[config.mk]
export PLATFORM = sky130hd
export DESIGN_NAME = mat_mult_seq_flat
export DESIGN_NICKNAME = d
export VERILOG_FILES = /design/src/rtl/mat_pkg.sv /design/src/rtl/mat_mult_seq_if.sv /design/src/rtl/mat_mac.sv /design/src/rtl/mat_mult_seq.sv /design/src/flat_wrapper.sv
export SDC_FILE = /design/constraint.sdc
export NUM_CORES = 1
export LEC_CHECK = 0
export CORE_ASPECT_RATIO = 1.75
export CORE_MARGIN = 2
export CORE_UTILIZATION = 46
export CTS_CLUSTER_DIAMETER = 50
export DETAILED_ROUTE_END_ITERATION = 16
export PLACE_DENSITY_LB_ADDON = 0.25
export SLEW_MARGIN = 20
export SYNTH_ARGS = -nofsm -noshare
export SYNTH_HDL_FRONTEND = slang
export SYNTH_SLANG_ARGS = --single-unit
[constraint.sdc]
create_clock -name clk -period 6.1 [get_ports clk]
set_clock_uncertainty 0.15 [all_clocks]
set_input_delay 1.22 -clock clk [delete_from_list [all_inputs] [get_ports clk]]
set_output_delay 1.22 -clock clk [all_outputs]
set_load 0.01 [all_outputs]
[src/rtl/mat_pkg.sv]
// Shared constants, FSM state type and packed-element addressing for the mat_mult_seq engine.
package mat_pkg;

    localparam int MAT_N      = 4;
    localparam int MAT_ELEM_W = 8;
    localparam int MAT_ACC_W  = 18;
    localparam int MAT_VEC_W  = MAT_N * MAT_N * MAT_ELEM_W;

    typedef enum logic [1:0] {
        IDLE = 2'd0,
        CALC = 2'd1,
        DONE = 2'd2
    } mat_state_e;

    // Row-major packing puts element [0][0] in the top byte of the vector.
    function automatic logic [6:0] elem_off(input logic [1:0] row, input logic [1:0] col);
        logic [6:0] lin;
        lin = 7'(row) * 7'd4 + 7'(col);
        return (7'd15 - lin) * 7'd8;
    endfunction

endpackage

[src/rtl/mat_mult_seq_if.sv]
// Operand and result valid/ready handshakes of the sequential matrix multiplier.
interface mat_mult_seq_if;

    logic                          in_valid;
    logic                          in_ready;
    logic [mat_pkg::MAT_VEC_W-1:0] a;
    logic [mat_pkg::MAT_VEC_W-1:0] b;
    logic                          out_valid;
    logic                          out_ready;
    logic [mat_pkg::MAT_VEC_W-1:0] res;
    logic                          busy;

    modport master (
        output in_valid, a, b, out_ready,
        input  in_ready, out_valid, res, busy
    );

    modport slave (
        input  in_valid, a, b, out_ready,
        output in_ready, out_valid, res, busy
    );

endinterface

[src/rtl/mat_mac.sv]
// Unsigned multiply-accumulate: exposes acc + a*b combinationally so the caller can
// capture the final sum of a dot product in the same cycle the last product arrives.
module mat_mac #(
    parameter int ELEM_W = 8,
    parameter int ACC_W  = 18
) (
    input  logic              clk,
    input  logic              rst,
    input  logic              clr,
    input  logic              en,
    input  logic [ELEM_W-1:0] a_i,
    input  logic [ELEM_W-1:0] b_i,
    output logic [ACC_W-1:0]  sum_next
);

    logic [2*ELEM_W-1:0] prod_s;
    logic [ACC_W-1:0]    acc_d;
    logic [ACC_W-1:0]    acc_q;

    // Product and running sum, widened so no carry is lost.
    always_comb begin
        prod_s   = {{ELEM_W{1'b0}}, a_i} * {{ELEM_W{1'b0}}, b_i};
        sum_next = acc_q + {{(ACC_W-2*ELEM_W){1'b0}}, prod_s};
    end

    // Clear wins over enable so the last term of a dot product also restarts the sum.
    always_comb begin
        acc_d = acc_q;
        if (clr) begin
            acc_d = {ACC_W{1'b0}};
        end else if (en) begin
            acc_d = sum_next;
        end else begin
            acc_d = acc_q;
        end
    end

    // Accumulator register.
    always_ff @(posedge clk) begin
        if (rst) begin
            acc_q <= {ACC_W{1'b0}};
        end else begin
            acc_q <= acc_d;
        end
    end

endmodule

[src/rtl/mat_mult_seq.sv]
// Sequential 4x4 8-bit matrix multiply Res = A*B through one shared MAC, 64 cycles per product.
// Optional build macro MAT_SAT_EN: saturate each element at 255 instead of wrapping mod 256.
module mat_mult_seq
    import mat_pkg::*;
(
    input  logic           clk,
    input  logic           rst,
    mat_mult_seq_if.slave  bus
);

    mat_state_e             state_q, state_d;
    logic [1:0]             i_q, i_d;
    logic [1:0]             j_q, j_d;
    logic [1:0]             k_q, k_d;
    logic [MAT_VEC_W-1:0]   a_q, a_d;
    logic [MAT_VEC_W-1:0]   b_q, b_d;
    logic [MAT_VEC_W-1:0]   res_q, res_d;

    logic [6:0]             a_off_s;
    logic [6:0]             b_off_s;
    logic [6:0]             res_off_s;
    logic [MAT_ELEM_W-1:0]  mac_a_s;
    logic [MAT_ELEM_W-1:0]  mac_b_s;
    logic [MAT_ACC_W-1:0]   mac_sum_s;
    logic [MAT_ELEM_W-1:0]  elem_s;
    logic                   mac_clr_s;
    logic                   mac_en_s;

    mat_mac #(
        .ELEM_W (MAT_ELEM_W),
        .ACC_W  (MAT_ACC_W)
    ) u_mac (
        .clk      (clk),
        .rst      (rst),
        .clr      (mac_clr_s),
        .en       (mac_en_s),
        .a_i      (mac_a_s),
        .b_i      (mac_b_s),
        .sum_next (mac_sum_s)
    );

    // Operand fetch from the captured copies: A[i][k] and B[k][j]; result lands at [i][j].
    always_comb begin
        a_off_s   = elem_off(i_q, k_q);
        b_off_s   = elem_off(k_q, j_q);
        res_off_s = elem_off(i_q, j_q);
        mac_a_s   = a_q[a_off_s +: MAT_ELEM_W];
        mac_b_s   = b_q[b_off_s +: MAT_ELEM_W];
    end

    // Reduce the 18-bit dot product to one result element.
    always_comb begin
`ifdef MAT_SAT_EN
        if (mac_sum_s > 18'd255) begin
            elem_s = 8'hFF;
        end else begin
            elem_s = mac_sum_s[MAT_ELEM_W-1:0];
        end
`else
        elem_s = mac_sum_s[MAT_ELEM_W-1:0];
`endif
    end

    // Next-state, loop counters, operand capture and element write-back.
    always_comb begin
        state_d   = state_q;
        i_d       = i_q;
        j_d       = j_q;
        k_d       = k_q;
        a_d       = a_q;
        b_d       = b_q;
        res_d     = res_q;
        mac_clr_s = 1'b0;
        mac_en_s  = 1'b0;
        case (state_q)
            IDLE: begin
                if (bus.in_valid) begin
                    a_d       = bus.a;
                    b_d       = bus.b;
                    i_d       = 2'd0;
                    j_d       = 2'd0;
                    k_d       = 2'd0;
                    mac_clr_s = 1'b1;
                    state_d   = CALC;
                end else begin
                    state_d   = IDLE;
                end
            end
            CALC: begin
                mac_en_s = 1'b1;
                k_d      = k_q + 2'd1;
                if (k_q == 2'd3) begin
                    mac_clr_s                       = 1'b1;
                    res_d[res_off_s +: MAT_ELEM_W]  = elem_s;
                    j_d                             = j_q + 2'd1;
                    if (j_q == 2'd3) begin
                        i_d = i_q + 2'd1;
                        if (i_q == 2'd3) begin
                            state_d = DONE;
                        end else begin
                            state_d = CALC;
                        end
                    end else begin
                        i_d = i_q;
                    end
                end else begin
                    j_d = j_q;
                end
            end
            DONE: begin
                if (bus.out_ready) begin
                    state_d = IDLE;
                end else begin
                    state_d = DONE;
                end
            end
            default: begin
                state_d = IDLE;
            end
        endcase
    end

    // State, counter and datapath registers; reset discards any product in flight.
    always_ff @(posedge clk) begin
        if (rst) begin
            state_q <= IDLE;
            i_q     <= 2'd0;
            j_q     <= 2'd0;
            k_q     <= 2'd0;
            a_q     <= {MAT_VEC_W{1'b0}};
            b_q     <= {MAT_VEC_W{1'b0}};
            res_q   <= {MAT_VEC_W{1'b0}};
        end else begin
            state_q <= state_d;
            i_q     <= i_d;
            j_q     <= j_d;
            k_q     <= k_d;
            a_q     <= a_d;
            b_q     <= b_d;
            res_q   <= res_d;
        end
    end

    // Handshake flags decode only from the state register.
    assign bus.in_ready  = (state_q == IDLE);
    assign bus.out_valid = (state_q == DONE);
    assign bus.busy      = (state_q == CALC) || (state_q == DONE);
    assign bus.res       = res_q;

endmodule

[src/flat_wrapper.sv]
// flat-port wrapper written by rule: the top's interface ports become plain ports
module mat_mult_seq_flat import mat_pkg::*;
  (clk, rst, bus_in_valid, bus_a, bus_b, bus_out_ready, bus_in_ready, bus_out_valid, bus_res, bus_busy);
  mat_mult_seq_if bus_i ();
  input  logic clk;
  input  logic rst;
  input wire logic [$bits(bus_i.in_valid)-1:0] bus_in_valid;
  input wire logic [$bits(bus_i.a)-1:0] bus_a;
  input wire logic [$bits(bus_i.b)-1:0] bus_b;
  input wire logic [$bits(bus_i.out_ready)-1:0] bus_out_ready;
  output wire logic [$bits(bus_i.in_ready)-1:0] bus_in_ready;
  output wire logic [$bits(bus_i.out_valid)-1:0] bus_out_valid;
  output wire logic [$bits(bus_i.res)-1:0] bus_res;
  output wire logic [$bits(bus_i.busy)-1:0] bus_busy;
  assign bus_i.in_valid = bus_in_valid;
  assign bus_i.a = bus_a;
  assign bus_i.b = bus_b;
  assign bus_i.out_ready = bus_out_ready;
  assign bus_in_ready = bus_i.in_ready;
  assign bus_out_valid = bus_i.out_valid;
  assign bus_res = bus_i.res;
  assign bus_busy = bus_i.busy;
  mat_mult_seq u_core (.clk(clk), .rst(rst), .bus(bus_i));
endmodule
==> impl_summary.txt, run 1 <==
----------------------------------------------------
[Run status]
  Result of the run ... finished, final reports clean

[Clock tree]
  TritonCTS Buffers ... 37
  TritonCTS clock tree ... yes
  Clock slew at reported path FFs ... 0.06 ns
  Count of H-tree levels built during CTS ... 2
  Number of buffers inserted for hold repair after clock tree synthesis ... 0
  Maximum buffer depth of the clock tree ... 3
  Num Clock Sinks ... 400
  Root buf cell ... sky130_fd_sc_hd__clkbuf_16
  Clock latency on the worst-skew pair ... 0.53 ns

[Drt]
  Remaining antenna violation count after routing ... 0
  Drt wl/cell ... 18.94 um
  Number of vias per cell after detailed routing ... 5.283
  Detailed-router iteration count before antenna repair ... 5
  Number of violations reported at the end of detailed-routing iteration 0 ... 861
  Detailed-route DRC error count ... 0
  Total number of vias ... 14686
  Detailed Route WL ... 52.66 mm

[Placement]
  Number of buffer cells added on primary ports ... 390
  Final weighted congestion in routability-driven placement ... 0.8829
  Detailed placement HPWL ... 39.16 mm
  Area post-placement ... 21390 sq um

[Layout]
  Most frequent standard cell in the layout excluding fill and tap cells ... sky130_fd_sc_hd__nand2_1
  Combined area of the multi-input logic cells ... 8342 sq um
  Fraction of layout instances using a drive strength above 1 ... 8.221%
  Filler cell count in the final layout ... 3242
  Final standard cell area without fillers ... 22660 sq um
  Number of nets in the final layout ... 2578
  Area Growth Syn to Fin ... 32.40%
  Leading cell types in the layout, fill and taps excluded ... 605 x sky130_fd_sc_hd__nand2_1, 396 x sky130_fd_sc_hd__dfxtp_1, 389 x sky130_fd_sc_hd__clkdlybuf4s50_1
  Sequential cell area ... 8018 sq um

[STA]
  Count of endpoints failing setup in the final report ... 0
  Setup TNS Final ... 0 ns
  RSZ-0062 raised after global routing ... false
  Final worst path period share ... 95.89%
  Hold_ws ... 0.3030 ns
  Final Hold Violating Endpoints ... 0
  Highest achievable clock rate ... 171.0 MHz
  Final slew viol count ... 0
  Crit path time final ... 5.849 ns
  Worst-case headroom to the max-slew limit ... 23.56%
  Worst slew pin tran ... 1.142 ns

[Floorplan]
  Die area ... 38820 sq um
  Number of placement rows ... 93
  Core area ... 36770 sq um
  Chip Height ... 259.1 um
  Boundary Pins ... 391
  Initial cell density of the core ... 46.54%
  Horizontal die dimension ... 149.8 um

[Synthesis]
  Cell taking the most area after synthesis ... sky130_fd_sc_hd__dfxtp_1
  Mean instance size in the synthesized netlist ... 8.739 sq um
  Synthesized netlist cell count ... 1958
  Fraction of registers with async set/reset ... 0%
  Flops & latches, synth ... 400
  Synth warn ... 0
  Primary FF master, synth ... sky130_fd_sc_hd__dfxtp_1
  Top cell type's share of synthesized area ... 46.80%
  Area contributors post-synth ... sky130_fd_sc_hd__dfxtp_1 47%, sky130_fd_sc_hd__nand2_1 13%, sky130_fd_sc_hd__mux4_2 8.8%, sky130_fd_sc_hd__a21oi_1 8.7%, sky130_fd_sc_hd__mux2i_1 5.1%
  Number of enable flip-flop cells after synthesis ... 0
  Proportion of synthesized chip area in sequential cells ... 46.80%
  Synthesized netlist net count ... 2260
  Cell area after technology mapping ... 17110 sq um
  Number of distinct library cells after synthesis ... 40

[Critical path]
  Worst setup SP type ... flip-flop
  Critical path class ... flip-flop to flip-flop
  Crit path required time ... 6.38 ns
  Critical Path AT ... 6.13 ns
  Maximum fanout encountered on the critical timing path ... 17
  CP endpoint kind ... flip-flop

[GRT]
  Number of antenna violations at the first check in global routing ... 6
  Vias in the first global route ... 14964
  Global-route wire length before repair ... 80.61 mm
  Largest net degree at the start of global routing ... 219
  Global-route congestion overflow total ... 0
  Global routing usage summed across all routing layers ... 26.71%

[Pwr]
  Total Power Consumption ... 0.005963 W
  Maximum ir drop on the vdd rail ... 177.3 uV
  Leakage power ... 8.263 nW
  Power per cell area ... 263.2 nW/um^2

[Run]
  Max cap viols ... 0

[Min path]
  Path type of the worst min-delay path ... flip-flop to flip-flop

----------------------------------------------------
## flip-flops by register name, summed over array words and instances (netlist names)
signal / count
u_core.a_q: 128
u_core.b_q: 128
u_core.bus.res: 128
u_core.u_mac.acc_q: 8
u_core.i_q: 2
u_core.j_q: 2
u_core.k_q: 2
u_core.state_q: 2
## layer usage
metal | track usage (%) | routed length [um] | up-vias
met1 | 28.61 | 19020 | 6985
met3 | 3.181 | 2030 | 121
li1 | - | - | 7130
met5 | 0 | 0 | -
met4 | 13.99 | 2785 | 0
met2 | 50.48 | 28830 | 450
## critical path, stage by stage (launching register included)
cell,delay [ns]
sky130_fd_sc_hd__dfxtp_4,0.39
sky130_fd_sc_hd__buf_12,0.17
sky130_fd_sc_hd__mux4_2,0.53
sky130_fd_sc_hd__mux4_2,0.57
sky130_fd_sc_hd__and2_1,0.19
sky130_fd_sc_hd__fa_1,0.40
sky130_fd_sc_hd__fa_1,0.49
sky130_fd_sc_hd__ha_1,0.29
sky130_fd_sc_hd__inv_1,0.05
sky130_fd_sc_hd__fa_1,0.53
sky130_fd_sc_hd__inv_1,0.04
sky130_fd_sc_hd__ha_1,0.34
sky130_fd_sc_hd__a21o_1,0.18
sky130_fd_sc_hd__a21oi_1,0.16
sky130_fd_sc_hd__xnor2_1,0.16
sky130_fd_sc_hd__xnor2_1,0.16
sky130_fd_sc_hd__xnor3_1,0.25
sky130_fd_sc_hd__xnor3_2,0.27
sky130_fd_sc_hd__buf_12,0.17
sky130_fd_sc_hd__a211oi_1,0.23
## synth_stat cells, types with 12 or more instances
cell / count
sky130_fd_sc_hd__a211oi_1: 24
sky130_fd_sc_hd__a21oi_1: 298
sky130_fd_sc_hd__clkbuf_1: 125
sky130_fd_sc_hd__dfxtp_1: 400
sky130_fd_sc_hd__fa_1: 18
sky130_fd_sc_hd__ha_1: 24
sky130_fd_sc_hd__inv_1: 44
sky130_fd_sc_hd__mux2i_1: 87
sky130_fd_sc_hd__mux4_2: 67
sky130_fd_sc_hd__nand2_1: 606
sky130_fd_sc_hd__nor2_1: 130
sky130_fd_sc_hd__nor2b_1: 12
## area by class of cell
class / count / area share [%]
clock inverters: 13 / 0.7069
clock buffers: 49 / 4.551
flip-flops and latches: 400 / 35.39
well taps: 475 / 2.623
diodes: 6 / 0.06627
multi-input cells: 1364 / 36.82
inverters: 45 / 0.7456
repair buffers: 428 / 19.10
## through the flow
stage	utilization, %	setup slack, ns	cells
after global routing	61.61	0.01929	2780
after CTS	61.40	0.1010	2771
after global placement	58.16	0.2699	2709
after detailed placement	58.16	0.1530	2709
after floorplan	-	0.2309	1958
final	61.61	0.2507	2780
## final timing paths
path / from / slack [ns] / cells after the start / endpoint
min: u_core.bus.res[43]$_SDFFE_PP0P_ / 0.30 / 2 / u_core.bus.res[43]$_SDFFE_PP0P_
max: u_core.k_q[0]$_SDFFE_PP0P_ / 0.25 / 19 / u_core.bus.res[47]$_SDFFE_PP0P_
max reg2reg: u_core.k_q[0]$_SDFFE_PP0P_ / 0.25 / 19 / u_core.bus.res[47]$_SDFFE_PP0P_
min reg2reg: u_core.bus.res[43]$_SDFFE_PP0P_ / 0.30 / 2 / u_core.bus.res[43]$_SDFFE_PP0P_
## logic make-up (layout without fill, tap and decap cells)
family | Yosys count | in the layout | synth area share, %
and+or+nand+nor | 791 | 791 | 18.10
DFF | 400 | 400 | 46.80
AOI/OAI and AO/OA | 359 | 359 | 11.51
buffers and inverters | 194 | 535 | 4.731
muxes | 154 | 154 | 13.91
adders and majority gates | 42 | 42 | 3.861
xor gates and xnor gates | 18 | 18 | 1.089
other | 0 | 6 | 0
## repair_timing
action,4_1_cts,5_1_grt
setup endpoints to repair,0,15
resized for setup,0,6
setup buffers,0,3
## power breakdown
| group | total [W] | switching (W) | internal [W] | leakage (nW) |
|---|---|---|---|---|
| logic | 0.000826 | 0.000454 | 0.000371 | 4.41 |
| registers | 0.00282 | 0.0000827 | 0.00274 | 3.27 |
| clock network | 0.00232 | 0.000995 | 0.00132 | 0.584 |
Power figures use the tool's default switching activity.
==> run 2, diff against run 1 <==
Settings changed: CORE_UTILIZATION 46 to 35.
==> impl_summary.txt, run 2 (synthesis gave the netlist of run 1 again) <==
----------------------------------------------------
[Critical path]
  Critical Path AT ... 6.16 ns
  Worst setup SP type ... flip-flop
  Critical path class ... flip-flop to flip-flop
  Crit path required time ... 6.39 ns
  CP endpoint kind ... flip-flop
  Maximum fanout encountered on the critical timing path ... 17

[Placement]
  Number of buffer cells added on primary ports ... 390
  Area post-placement ... 21640 sq um
  Detailed placement HPWL ... 41.78 mm
  Final weighted congestion in routability-driven placement ... 0.8441
  Post-place setup slack ... 0.06749 ns

[Floorplan]
  Chip Height ... 296.5 um
  Core area ... 48460 sq um
  Initial cell density of the core ... 35.31%
  Horizontal die dimension ... 171.1 um
  Number of placement rows ... 107
  Boundary Pins ... 391
  Die area ... 50740 sq um

[Clock tree]
  Maximum buffer depth of the clock tree ... 3
  TritonCTS Buffers ... 39
  Number of buffers inserted for hold repair after clock tree synthesis ... 0
  TritonCTS clock tree ... yes
  Clock latency on the worst-skew pair ... 0.54 ns
  Clock slew at reported path FFs ... 0.06 ns
  Count of H-tree levels built during CTS ... 2
  Root buf cell ... sky130_fd_sc_hd__clkbuf_16
  Num Clock Sinks ... 400

[Layout]
  Combined area of the multi-input logic cells ... 8372 sq um
  Utilization after layout ... 47.70%
  Area Growth Syn to Fin ... 35.10%
  Most frequent standard cell in the layout excluding fill and tap cells ... sky130_fd_sc_hd__nand2_1
  Sequential cell area ... 8018 sq um
  Number of nets in the final layout ... 2596
  Final standard cell area without fillers ... 23120 sq um
  Fraction of layout instances using a drive strength above 1 ... 9.471%
  Filler cell count in the final layout ... 4660
  Leading cell types in the layout, fill and taps excluded ... 604 x sky130_fd_sc_hd__nand2_1, 396 x sky130_fd_sc_hd__dfxtp_1, 389 x sky130_fd_sc_hd__clkdlybuf4s50_1

[GRT]
  Global-route wire length before repair ... 83.61 mm
  Global-route congestion overflow total ... 0
  Largest net degree at the start of global routing ... 178
  Vias in the first global route ... 14691
  Global routing usage summed across all routing layers ... 21.52%
  Number of antenna violations at the first check in global routing ... 2

[STA]
  Crit path time final ... 5.869 ns
  Final worst path period share ... 96.22%
  Worst slew pin tran ... 1.096 ns
  Setup TNS Final ... 0 ns
  Worst Slack Setup Final ... 0.2308 ns
  Highest achievable clock rate ... 170.4 MHz
  Final Hold Violating Endpoints ... 0
  Worst-case headroom to the max-slew limit ... 26.53%
  Final slew viol count ... 0
  Count of endpoints failing setup in the final report ... 0
  RSZ-0062 raised after global routing ... false

[Drt]
  Remaining antenna violation count after routing ... 0
  Total number of vias ... 14733
  Detailed-route DRC error count ... 0
  Drt wl/cell ... 18.67 um
  Number of vias per cell after detailed routing ... 4.946
  Detailed Route WL ... 55.62 mm
  Number of violations reported at the end of detailed-routing iteration 0 ... 846
  Detailed-router iteration count before antenna repair ... 5

[Pwr]
  Comb pwr share ... 14.0%
  Internal power ... 0.004487 W
  Sequential group share of total power ... 46.2%
  Power per cell area ... 263.3 nW/um^2
  Maximum ir drop on the vdd rail ... 189.3 uV
  Leakage power ... 8.389 nW
  Total Power Consumption ... 0.006088 W
  Switch Pwr ... 0.001601 W
  Clock power frac ... 39.9%
  Sw frac ... 26.29%

[Run]
  Max cap viols ... 0

[Run status]
  Result of the run ... finished, final reports clean

[Min path]
  Path type of the worst min-delay path ... flip-flop to flip-flop

----------------------------------------------------
## run 2: cell types whose count changed in the layout (fill, tap and decap cells not counted), sizes merged
cell    before  now
diode        6    2
bufinv       3    2
inv         48   50
clkbuf      49   50
buf         39   55
clkinv       5   11
## run 2: cell type report
type | count | area share [%]
clock inverter | 20 | 0.7740
tap | 654 | 3.540
multi-input combinational | 1364 | 36.21
antenna | 2 | 0.02165
clock buffer | 50 | 4.747
timing repair buffer | 444 | 19.29
sequential | 400 | 34.68
inverter | 45 | 0.7307
## run 2: power groups by stage
stage               combinational [W]  sequential (W)  clock (W)
finish                       0.000852         0.00281    0.00243
global route                 0.000931         0.00282    0.00257
CTS                          0.000848         0.00281    0.00248
detailed placement           0.000845         0.00287          0
global placement             0.000835         0.00286          0
floorplan                    0.000474         0.00284          0
## run 2: per-stage QoR
| step | hold WS (ns) | std cells |
|---|---|---|
| 2_1_floorplan | 0.2831 | 1958 |
| 3_3_place_gp | 0.2901 | 2891 |
| 3_5_place_dp | 0.2961 | 2891 |
| 4_1_cts | 0.3049 | 2961 |
| 5_1_grt | 0.3219 | 2979 |
| 6_report | 0.3026 | 2979 |
## run 2: critical path, stage by stage, from the launching register on
cell,delay (ns)
sky130_fd_sc_hd__dfxtp_4,0.39
sky130_fd_sc_hd__buf_12,0.18
sky130_fd_sc_hd__buf_4,0.13
sky130_fd_sc_hd__mux4_2,0.50
sky130_fd_sc_hd__mux4_2,0.57
sky130_fd_sc_hd__and2_1,0.19
sky130_fd_sc_hd__fa_1,0.39
sky130_fd_sc_hd__fa_1,0.49
sky130_fd_sc_hd__ha_1,0.28
sky130_fd_sc_hd__inv_1,0.05
sky130_fd_sc_hd__fa_1,0.53
sky130_fd_sc_hd__inv_1,0.04
sky130_fd_sc_hd__ha_1,0.34
sky130_fd_sc_hd__a21o_1,0.19
sky130_fd_sc_hd__a21oi_2,0.15
sky130_fd_sc_hd__xnor2_1,0.15
sky130_fd_sc_hd__xnor2_1,0.14
sky130_fd_sc_hd__xnor3_1,0.24
sky130_fd_sc_hd__xnor3_2,0.27
sky130_fd_sc_hd__buf_12,0.18
sky130_fd_sc_hd__a211oi_1,0.21
## run 2: routing by layer
metal	vias to the layer above	part of all wire [%]	global-route usage [%]
li1	7183	-	-
met1	6971	37	23.31
met2	468	54	40.77
met3	111	4.6	2.794
met4	0	5.0	10.27
met5	-	0	0
## run 2: timing repair
action | 4_1_cts | 5_1_grt
setup buffers | 0 | 16
setup endpoints to repair | 0 | 17
gates resized for setup | 0 | 10
## run 2: final timing paths
path	slack [ns]	start	to	cells after the start
setup / recovery	0.23	u_core.k_q[0]$_SDFFE_PP0P_	u_core.u_mac.acc_q[7]$_SDFFE_PP0P_	20
hold / removal	0.30	u_core.bus.res[30]$_SDFFE_PP0P_	u_core.bus.res[30]$_SDFFE_PP0P_	2
setup reg to reg	0.23	u_core.k_q[0]$_SDFFE_PP0P_	u_core.u_mac.acc_q[7]$_SDFFE_PP0P_	20
hold reg to reg	0.30	u_core.bus.res[30]$_SDFFE_PP0P_	u_core.bus.res[30]$_SDFFE_PP0P_	2
